[config.mk]
export PLATFORM = sky130hd
export DESIGN_NAME = clip_monitor
export DESIGN_NICKNAME = d
export VERILOG_FILES = /design/src/rtl/clip_pkg.sv /design/src/rtl/clip_window_acc.sv /design/src/rtl/clip_monitor.sv
export SDC_FILE = /design/constraint.sdc
export NUM_CORES = 1
export LEC_CHECK = 0
export ABC_AREA = 1
export CAP_MARGIN = 5
export CORE_MARGIN = 2
export CORE_UTILIZATION = 60
export CTS_BUF_LIST = sky130_fd_sc_hd__clkbuf_4 sky130_fd_sc_hd__clkbuf_8 sky130_fd_sc_hd__clkbuf_16
export CTS_CLUSTER_SIZE = 12
export DETAILED_ROUTE_END_ITERATION = 16
export PLACE_DENSITY = 0.85
export SKIP_CTS_REPAIR_TIMING = 1
export SLEW_MARGIN = 25
export SYNTH_ARGS = -nofsm -noshare
export SYNTH_HDL_FRONTEND = slang
export SYNTH_SLANG_ARGS = --single-unit
[constraint.sdc]
create_clock -name clk -period 3.91 [get_ports clk]
set_input_delay 0.782 -clock clk [delete_from_list [all_inputs] [get_ports clk]]
set_output_delay 0.782 -clock clk [all_outputs]
set_load 0.01 [all_outputs]
[src/rtl/clip_pkg.sv]
// Shared types and helpers for the clip monitor.
package clip_pkg;

    typedef enum logic {
        IDLE = 1'b0,
        RUN  = 1'b1
    } state_t;

    localparam int unsigned ABS_WIDTH = 32;

    // |x| of a sign-extended sample, saturated to 2^(dw-1)-1; callers keep the low dw-1 bits.
    function automatic logic [ABS_WIDTH-1:0] abs_sat(input logic signed [ABS_WIDTH-1:0] x,
                                                     input int unsigned dw);
        logic signed [ABS_WIDTH:0] xe;
        logic [ABS_WIDTH:0]        mag;
        logic [ABS_WIDTH:0]        lim;
        xe  = {x[ABS_WIDTH-1], x};
        mag = xe[ABS_WIDTH] ? (ABS_WIDTH+1)'(-xe) : (ABS_WIDTH+1)'(xe);
        lim = ((ABS_WIDTH+1)'(1) << (dw - 1)) - (ABS_WIDTH+1)'(1);
        return (mag > lim) ? lim[ABS_WIDTH-1:0] : mag[ABS_WIDTH-1:0];
    endfunction

endpackage

[src/rtl/clip_window_acc.sv]
// Per-window sample counter, saturating clip accumulator and peak tracker.
module clip_window_acc #(
    parameter int unsigned DATA_WIDTH   = 8,
    parameter int unsigned WINDOW_WIDTH = 16,
    parameter int unsigned COUNT_WIDTH  = 16
) (
    input  logic                    clk,
    input  logic                    resetn,
    input  logic                    clear,
    input  logic                    sample_en,
    input  logic                    clip,
    input  logic [DATA_WIDTH-2:0]   mag,
    input  logic [WINDOW_WIDTH-1:0] len,
    output logic                    eow_c,
    output logic [COUNT_WIDTH-1:0]  clip_count,
    output logic [DATA_WIDTH-2:0]   peak,
    output logic                    stats_valid
);

    localparam int unsigned MAG_WIDTH = DATA_WIDTH - 1;

    logic [WINDOW_WIDTH-1:0] cnt;
    logic [COUNT_WIDTH-1:0]  acc;
    logic [MAG_WIDTH-1:0]    peak_acc;
    logic [COUNT_WIDTH-1:0]  acc_next;
    logic [MAG_WIDTH-1:0]    peak_next;

    // Totals including the current sample.
    always_comb begin
        acc_next  = acc;
        peak_next = peak_acc;
        if (clip && (acc != '1)) begin
            acc_next = acc + COUNT_WIDTH'(1);
        end
        if (mag > peak_acc) begin
            peak_next = mag;
        end
    end

    assign eow_c = sample_en && (cnt == len - WINDOW_WIDTH'(1));

    always_ff @(posedge clk) begin
        if (!resetn) begin
            cnt         <= '0;
            acc         <= '0;
            peak_acc    <= '0;
            clip_count  <= '0;
            peak        <= '0;
            stats_valid <= 1'b0;
        end else begin
            stats_valid <= 1'b0;
            if (clear) begin
                cnt      <= '0;
                acc      <= '0;
                peak_acc <= '0;
            end else if (sample_en) begin
                if (eow_c) begin
                    clip_count  <= acc_next;
                    peak        <= peak_next;
                    stats_valid <= 1'b1;
                    cnt         <= '0;
                    acc         <= '0;
                    peak_acc    <= '0;
                end else begin
                    cnt      <= cnt + WINDOW_WIDTH'(1);
                    acc      <= acc_next;
                    peak_acc <= peak_next;
                end
            end
        end
    end

endmodule

[src/rtl/clip_monitor.sv]
// Clip detector on the saturated sample stream with windowed statistics and sticky flags.
module clip_monitor
    import clip_pkg::*;
#(
    parameter int unsigned DATA_WIDTH   = 8,
    parameter int unsigned MAX_VAL      = 15,
    parameter int unsigned WINDOW_WIDTH = 16,
    parameter int unsigned COUNT_WIDTH  = 16
) (
    input  logic                         clk,
    input  logic                         resetn,
    input  logic signed [DATA_WIDTH-1:0] din,
    input  logic                         din_valid,
    input  logic [WINDOW_WIDTH-1:0]      window_len,
    input  logic                         clear,
    output logic signed [DATA_WIDTH-1:0] dout,
    output logic                         dout_valid,
    output logic                         pos_clip,
    output logic                         neg_clip,
    output logic [COUNT_WIDTH-1:0]       clip_count,
    output logic [DATA_WIDTH-2:0]        peak,
    output logic                         stats_valid,
    output logic                         sticky_pos,
    output logic                         sticky_neg
);

    localparam int unsigned MAG_WIDTH = DATA_WIDTH - 1;
    localparam logic signed [DATA_WIDTH-1:0] POS_LIM = DATA_WIDTH'(MAX_VAL);
    localparam logic signed [DATA_WIDTH-1:0] NEG_LIM = -POS_LIM;

    state_t                  state;
    logic [WINDOW_WIDTH-1:0] len_q;
    logic                    pos_c;
    logic                    neg_c;
    logic                    sample_en_c;
    logic                    eow_c;
    logic [MAG_WIDTH-1:0]    mag_c;

    assign pos_c       = din_valid && (din >= POS_LIM);
    assign neg_c       = din_valid && (din <= NEG_LIM);
    assign mag_c       = MAG_WIDTH'(abs_sat(ABS_WIDTH'(din), DATA_WIDTH));
    assign sample_en_c = din_valid && (state == RUN) && !clear;

    // Pass-through and sticky flags; a sample taken with clear never sets a sticky flag.
    always_ff @(posedge clk) begin
        if (!resetn) begin
            dout       <= '0;
            dout_valid <= 1'b0;
            pos_clip   <= 1'b0;
            neg_clip   <= 1'b0;
            sticky_pos <= 1'b0;
            sticky_neg <= 1'b0;
        end else begin
            dout       <= din;
            dout_valid <= din_valid;
            pos_clip   <= pos_c;
            neg_clip   <= neg_c;
            if (clear) begin
                sticky_pos <= 1'b0;
                sticky_neg <= 1'b0;
            end else begin
                sticky_pos <= sticky_pos | pos_c;
                sticky_neg <= sticky_neg | neg_c;
            end
        end
    end

    // Window length only changes on clear, leaving IDLE, or at a window boundary.
    always_ff @(posedge clk) begin
        if (!resetn) begin
            state <= IDLE;
            len_q <= '0;
        end else if (clear) begin
            len_q <= window_len;
            state <= (window_len != '0) ? RUN : IDLE;
        end else begin
            case (state)
                IDLE: begin
                    if (window_len != '0) begin
                        len_q <= window_len;
                        state <= RUN;
                    end
                end
                RUN: begin
                    if (eow_c) begin
                        len_q <= window_len;
                        state <= (window_len != '0) ? RUN : IDLE;
                    end
                end
                default: state <= IDLE;
            endcase
        end
    end

    clip_window_acc #(
        .DATA_WIDTH   (DATA_WIDTH),
        .WINDOW_WIDTH (WINDOW_WIDTH),
        .COUNT_WIDTH  (COUNT_WIDTH)
    ) u_acc (
        .clk         (clk),
        .resetn      (resetn),
        .clear       (clear),
        .sample_en   (sample_en_c),
        .clip        (pos_c || neg_c),
        .mag         (mag_c),
        .len         (len_q),
        .eow_c       (eow_c),
        .clip_count  (clip_count),
        .peak        (peak),
        .stats_valid (stats_valid)
    );

endmodule
Word-level counts from Yosys, hierarchy flattened
Cells that the tools add are included.
{ "op_classes": {"addsub": 4, "magnitude_cmp": 4, "eq_ne": 4, "n_mux": 16, "n_bitwise": 6, "n_reduce_logical": 13} }
{ "ops": {"columns": ["operator", "count"], "rows": [
  ["16-bit 2-to-1 mux", 6],
  ["33-bit by 7-bit > comparator with 1-bit output, second input constant", 1],
  ["33-bit 2-to-1 mux", 1],
  ["8-bit negation with 33-bit output", 1],
  ["16-bit by 1-bit adder with 16-bit output, second input constant", 2],
  ["16-bit case mux with 2 select lines", 1],
  ["7-bit 2-to-1 mux", 3],
  ["16-bit == test", 1],
  ["16-bit != test, second input constant", 1],
  ["16-bit nonzero test", 1],
  ["16-bit by 1-bit subtractor with 16-bit output, second input constant", 1],
  ["8-bit by 5-bit greater-or-equal comparator with 1-bit output, second input constant", 1],
  ["8-bit by 5-bit less-or-equal comparator with 1-bit output, second input constant", 1],
  ["7-bit > comparator", 1],
  ["1-bit logical AND", 6],
  ["1-bit 2-to-1 mux", 4],
  ["1-bit NOT", 4],
  ["3-bit by 2-bit != test with 1-bit output, second input constant", 1],
  ["3-bit != test, second input constant", 1],
  ["3-bit AND reduction", 1],
  ["3-bit OR reduction", 1],
  ["1-bit OR", 2],
  ["1-bit case mux with 2 select lines", 1],
  ["2-bit AND reduction", 1],
  ["other kinds (3)", 3]
]} }
{ "word_totals": {"ff_bits": 93, "inputBits": 28, "output_inout_bits": 37, "wordCells": 61} }

Logic depth before layout (Yosys ltp)
Gate-level depths: netlist of the first run.
{ "depth": {"depth_word": 7, "ltp_mapped": 16, "depth_no_buf": 15} }

Modules after synthesis
From an unflattened synthesis of the first run, not the netlist that was laid out.
{ "hier_totals": {"hier_cells": 935, "area_unflattened_um2": 5874.4} }
{ "by_module_without_submodules": {"columns": ["module", "instances", "cells_each", "area_per_inst_um2", "seq_area_each_um2"], "rows": [
  ["clip_window_acc", 1, 725, 4360.4, 1261.2],
  ["clip_monitor", 1, 210, 1514.0, 600.6]
]} }

Worst setup path before layout of the first run
No wires, ideal clock.
{ "synth_timing": {"path_type": "input to register", "startpoint": "input din[7]", "endpoint": "register u_acc.peak_acc[0]", "setup_ps": 70, "t_arrival_ps": 2855, "required_ps": 3840, "path_slack_ps": 984, "path_stages": 14, "n_path_buf": 2, "path_cell_list": "clkbuf_1 > inv_1 > nor2_1 > xnor2_1 > nand2_1 > ha_1 > nand2_1 > o21a_1 > o211ai_1 > nand2_1 > clkbuf_1 > o21ai_0 > nand3_1 > a21oi_1"} }
{ "synth_via": {"elab_chain_len": 7} }
{ "synth_lines": {"columns": ["item", "line", "text"], "rows": [
  ["start, declared", "clip_monitor.sv:12", "input logic signed [DATA_WIDTH-1:0] din,"],
  ["8-bit negation with 33-bit output", "clip_pkg.sv:18", "mag = xe[ABS_WIDTH] ? (ABS_WIDTH+1)'(-xe) : (ABS_WIDTH+1)'(xe);"],
  ["33-bit 2-to-1 mux *", "clip_pkg.sv:18", null],
  ["33-bit by 7-bit > comparator with 1-bit output", "clip_pkg.sv:20", "return (mag > lim) ? lim[ABS_WIDTH-1:0] : mag[ABS_WIDTH-1:0];"],
  ["7-bit 2-to-1 mux *", "clip_pkg.sv:20", null],
  ["7-bit > comparator", "clip_window_acc.sv:35", "if (mag > peak_acc) begin"],
  ["7-bit 2-to-1 mux *", "clip_window_acc.sv:35", null],
  ["7-bit 2-to-1 mux *", "clip_window_acc.sv:57", "if (eow_c) begin"],
  ["end signal, assigned", "clip_window_acc.sv:67", "peak_acc <= peak_next;"],
  ["end, declared", "clip_window_acc.sv:24", "logic [MAG_WIDTH-1:0] peak_acc;"]
]} }
Every way passes the cells marked *; elsewhere a longest branch is shown, timed or not.
A chain may end at the register's enable or synchronous reset.

Worst setup path in the final report of the first run
{ "layout_timing": {"startpoint": "input din[0]", "endpoint": "register u_acc.peak_acc[0]"} }
The elaborated chain is that of the path after synthesis.

==> results of run 1 <==
[metrics by stage]
stage	setup slack (ps)	power, uW	instance area (um^2)
after detailed placement	131	1300	6000
after global routing	242	1980	6180
after CTS	514	1900	6180
after floorplan	984	1210	5350
after global placement	341	1290	6000
final	442	1890	6180
[critical path: cells and delay by family]
| kind | cells | cell delay [ps] |
|---|---|---|
| AND/OR/NAND/NOR | 6 | 810 |
| adder cells (fa/ha/maj) | 2 | 600 |
| buffers and inverters | 2 | 690 |
| AO/OA/AOI/OAI | 4 | 860 |
[where the power goes]
group / switching, uW / internal (uW)
Clock: 359 / 243
Combinational: 177 / 118
Sequential: 20.6 / 967
[kinds of logic (layout without fill, tap and decap cells)]
logic type	Yosys count	in the layout	synth area share (%)
xor gates and xnor gates	27	27	4.42
buffers and inverters	139	192	10.7
adders and majority gates	13	13	3.04
DFF	93	93	34.8
AOI/OAI and AO/OA	111	111	10.9
and+or+nand+nor	443	443	36.1
[routing by layer]
metal	part of all wire, %	vias up	GRT usage, %
met1	44	2377	33.4
met4	1.9	0	9.38
li1	-	2735	-
met5	0	-	0
met2	51	108	48.8
met3	3.4	23	4.82
[sequential cells by signal, indices dropped and copies added, names as in the netlist]
signal	count
state	1
sticky_neg	1
dout_valid	1
u_acc.clip_count	16
u_acc.acc	16
sticky_pos	1
pos_clip	1
len_q	16
neg_clip	1
u_acc.cnt	16
u_acc.peak	7
u_acc.stats_valid	1
dout	8
u_acc.peak_acc	7
[cell type report]
| cell class | instances | area [um^2] |
|---|---|---|
| sequential | 93 | 1860 |
| fill | 789 | 2500 |
| clock buffer | 10 | 131 |
| multi-input combinational | 594 | 2920 |
| tap | 108 | 135 |
| timing repair buffer | 70 | 686 |
| inverter | 106 | 398 |
| clock inverter | 6 | 46.3 |
[path summary, 6_finish.rpt]
| kind | start | end | slack (ps) | depth (start not counted) |
|---|---|---|---|---|
| worst max register to register | len_q[0]$_SDFFE_PN0P_ | u_acc.clip_count[1]$_SDFFE_PN0P_ | 1290 | 15 |
| worst min-delay path | sticky_neg$_SDFF_PP0_ | sticky_neg$_SDFF_PP0_ | 460 | 2 |
| worst max-delay path | din[0] | u_acc.peak_acc[0]$_SDFFE_PP0P_ | 440 | 14 |
| worst min register to register | sticky_neg$_SDFF_PP0_ | sticky_neg$_SDFF_PP0_ | 460 | 2 |
[cell usage in the layout, fill, tap and decap left out, drive strengths merged]
cell and instances:
buf 6, nand4 23, inv 107, a21oi 59
a31oi 1, dfxtp 93, o211ai 2, o31ai 1
ha 13, o21ai 44, clkinv 3, clkdlybuf4s50 64
xnor2 15, xor2 12, and2 1, clkbuf 10
nor3b 1, or2 2, nand2 189, o21bai 3
clkinvlp 2, nor4 2, nor3 12, nand3b 5
o21a 1, nand3 84, nor2 124
==> reports/metrics.cfg, run 1 <==
[power_and_ir_drop]
ir_drop_mv=0.199
leakagePower_uw=0.00280
powerDensity_mw_per_mm2=305

[routing]
final_antenna_net_count=0
drt_pass1_iterations=5
wl_mm=12.7
wire_per_inst_um=12.8
drt-initial-drc-count=285
drc_errors=0
routed_via_density=5.31
vias=5243

[cts]
ctsRootBufferMaster=clkbuf_8
cts_buffers=9
cts_htree_levels=3
clk_latency_ps=370
cts_sinks=93
cts_tree=yes
clkSlewWorstSetupHoldPaths_ps=90
cts_buffer_depth=2

[floorplanning]
core_mm2=0.00868
die_h_um=98.5
ios=65
fp-row-count=34
start_util_pct=61.7
dieArea_mm2=0.00969
die_x_um=98.5

[cells_and_area]
drive_above_1_share_pct=4.66
fin_cells=987
final_core_util_pct=71.2
diodes=0
final_nets=915
area_growth_pct=15.4

[timing]
setup-tns-final_ps=0
period_share_pct=88.7
hold_ws_ps=461
maxSlewHeadroom_pct=38.2
finalSetupViolCount=0
period_needed_ps=3470
rsz0062_at_grt=no
fmax_ghz=0.288
final_max_slew_viol_count=0
final-hold-violation-count=0
tightest_slew_ps=924
clock_skew_ps=11.1

[setup_path]
critPathKind=input pin to register
worst_setup_path_end_kind=register
worst_path_max_delay_cell=clkdlybuf4s50_1
path_cells=clkdlybuf4s50_1 -> inv_1 -> ha_1 -> nand2_1 -> nor3_1 -> o21ai_0 -> nand3_1 -> ha_1 -> nand4_1 -> o211ai_1 -> nand2_1 -> o21ai_0 -> nand3_1 -> a21oi_1
max_stage_delay_ps=600
cp-start-kind=input pin
cp.required_ps=4210
crit_fanout=12
cp.arrival_ps=3770

[synthesis]
synth.most_common_cell=nand2_1
syn_area_mm2=0.00535
synthTopCellsByArea=dfxtp_1, nand2_1, nor2_1
yosys.area.top_type=dfxtp_1
synth_edf_count=0
synthArstFlopShare_pct=0
synth_ff_type=dfxtp_1
ys_ff_latch=93
syn_inst=826
synth_common_cells=nand2_1, nor2_1, inv_1, dfxtp_1, nand3_1
synth.avg_cell_area_um2=6.48
ys_types=37
ys_warn_count=0
syn-num-nets=867
synth_top_area_share_pct=34.8
synth-seq-area-share_pct=34.8

[place]
dp_hpwl_mm=9.28
io_buffers=64
dp.cells=971
gp_congestion=0.880

[grt]
antenna_found_initial=0
overflow=0
grt_pass1_wl_mm=22.3
grt_max_degree=49
grt_usage_pct=27.4
first_global_vias=5122

[hold_path]
worstHoldPathType=register to register

[run_status]
outcome=finished clean

[job]
cap_violations=0

(Power assumes the default switching activity.)
==> run 2, diff against run 1 <==
Settings changed: CTS_CLUSTER_DIAMETER set to 100.
==> results of run 2 <==
Same layout as run 1: the final DEF is identical, and so are final timing and power.
==> run 3, diff against run 2 <==
Settings changed: HOLD_SLACK_MARGIN set to 0.02, REMOVE_ABC_BUFFERS set to 1.
==> reports/metrics.cfg, run 3 (synthesized netlist as in run 1, its figures left out) <==
[run_status]
outcome=finished clean

[setup_path]
path_buf_inv=2  ; unchanged
critPathKind=input pin to register
worst_path_max_delay_cell=clkdlybuf4s50_1
critPathTopFamily=compound AO/OA/AOI/OAI gates
reg2regPathDepth=14  ; -1
max_stage_delay_ps=570  ; -30 ps
cp-start-kind=input pin
path_cells=clkdlybuf4s50_1 -> inv_1 -> ha_1 -> nand2_1 -> nor3_1 -> o21ai_0 -> nand3_1 -> ha_1 -> nand4_1 -> o211ai_1 -> nand2_1 -> a21oi_1 -> nand3_1 -> a21oi_1
worst_setup_path_end_kind=register
cp.arrival_ps=3850  ; +80 ps
cp.required_ps=4180  ; -30 ps
crit_fanout=12  ; unchanged
crit_cells=14  ; unchanged

[cells_and_area]
final_common_cell=nand2_1
mostFrequentLayoutCells=nand2_1, nor2_1, inv_1
drive_above_1_share_pct=4.66  ; unchanged
fin_cells=987  ; unchanged
final_nets=915  ; unchanged
fillCellCount=747  ; -5.3%
area_growth_pct=15.4  ; about the same
diodes=0  ; unchanged

[grt]
use_met1_pct=34.5  ; +1.1 points
grt-busiest-layer=met2
grt_max_degree=49  ; unchanged
met2_usage_pct=48.5  ; -0.37 points
first_global_vias=5287  ; +3.2%
grt_usage_pct=28.2  ; +0.78 points
use_met3_pct=5.04  ; +0.21 points
overflow=0  ; unchanged
antenna_found_initial=0  ; unchanged
grt_pass1_wl_mm=22.9  ; +2.5%

[hold_path]
holdPathStages=2  ; unchanged
worstHoldPathType=register to register

[routing]
vias=5449  ; +3.9%
drt_pass1_iterations=5  ; unchanged
drc_errors=0  ; unchanged
drt-initial-drc-count=316  ; +11%
wire_per_inst_um=13.1  ; +2.1%
routed_via_density=5.52  ; +3.9%
wl_mm=12.9  ; +2.1%
final_antenna_net_count=0  ; unchanged

[power_and_ir_drop]
power_uw=1880  ; -0.28%
powerDensity_mw_per_mm2=304  ; -0.22%
ir_drop_mv=0.199  ; -0.14%
leakagePower_uw=0.00280  ; about the same

[timing]
tightest_slew_ps=940  ; +15.3 ps
final-hold-violation-count=0  ; unchanged
finalSetupViolCount=0  ; unchanged
final_max_slew_viol_count=0  ; unchanged
period_needed_ps=3580  ; +112 ps
fmax_ghz=0.279  ; -3.1%
rsz0062_at_grt=no
maxSlewHeadroom_pct=37.0  ; -1.3 points
setup-tns-final_ps=0  ; unchanged
clock_skew_ps=13.7  ; +2.63 ps
period_share_pct=91.6  ; +2.9 points

[job]
cap_violations=0  ; unchanged

[place]
dp.cells=971  ; unchanged
dp_hpwl_mm=9.26  ; -0.28%
io_buffers=64  ; unchanged
gp_congestion=0.968  ; +10%

[cts]
ctsRootBufferMaster=clkbuf_8
cts_buffers=9  ; unchanged
clk_latency_ps=370  ; about the same
cts_tree=yes
cts_htree_levels=3  ; unchanged
cts_sinks=93  ; unchanged
cts_buffer_depth=2  ; unchanged
clkSlewWorstSetupHoldPaths_ps=100  ; about the same

[floorplanning]
ios=65  ; unchanged
start_util_pct=61.7  ; unchanged
die_x_um=98.5  ; unchanged
core_mm2=0.00868  ; unchanged
fp-row-count=34  ; unchanged
die_h_um=98.5  ; unchanged
dieArea_mm2=0.00969  ; unchanged

run 3: area by class of cell:
class	instances	area (um^2)	share of cell area, %
tap	108	135	2.19
clock inverter	5	35.0	0.567
clock buffer	11	139	2.25
multi-input combinational	594	2920	47.3
inverter	106	398	6.44
sequential	93	1860	30.2
timing repair buffer	70	686	11.1
run 3: path summary, 6_finish.rpt:
| check | startpoint | to | slack (ps) |
|---|---|---|---|
| hold reg to reg | u_acc.clip_count[1]$_SDFFE_PN0P_ | u_acc.clip_count[1]$_SDFFE_PN0P_ | 460 |
| setup reg to reg | len_q[0]$_SDFFE_PN0P_ | u_acc.clip_count[1]$_SDFFE_PN0P_ | 1200 |
| setup / recovery | din[0] | u_acc.peak_acc[2]$_SDFFE_PP0P_ | 330 |
| hold / removal | u_acc.clip_count[1]$_SDFFE_PN0P_ | u_acc.clip_count[1]$_SDFFE_PN0P_ | 460 |
run 3: worst reg2reg max path, cell delays in order, from the launching register on:
cell and delay (ps):
dfxtp_1 400, inv_1 100, ha_1 320, inv_1 60
nand2_1 50, nand2_1 60, nand3_1 100, nor3_1 250
nand3_1 120, nor2_2 140, nand3_4 300, inv_2 450
nand2_1 110, nand2_1 70, a21oi_1 40
run 3: through the flow:
stage	cell area (um^2)	hold WS, ps	setup slack, ps	util, %
floorplan	5180	445	515	-
finish	6170	462	330	71.2
global route	6170	480	41.4	71.2
CTS	6170	458	417	71.2
detailed placement	6000	441	158	69.1
global placement	6000	436	313	69.1
run 3: layer usage:
| layer | wire (um) | vias to the layer above |
|---|---|---|
| met1 | 5540 | 2512 |
| met2 | 6330 | 163 |
| li1 | - | 2746 |
| met5 | 0 | - |
| met4 | 333 | 0 |
| met3 | 725 | 28 |
run 3: where the power goes:
| part | internal, uW | total (uW) | leakage [uW] | switching (uW) |
|---|---|---|---|---|
| combinational | 117 | 299 | 0.00195 | 182 |
| clock | 247 | 594 | 0.0000905 | 347 |
| sequential | 967 | 987 | 0.000757 | 19.5 |
| total | 1330 | 1880 | 0.00280 | 548 |
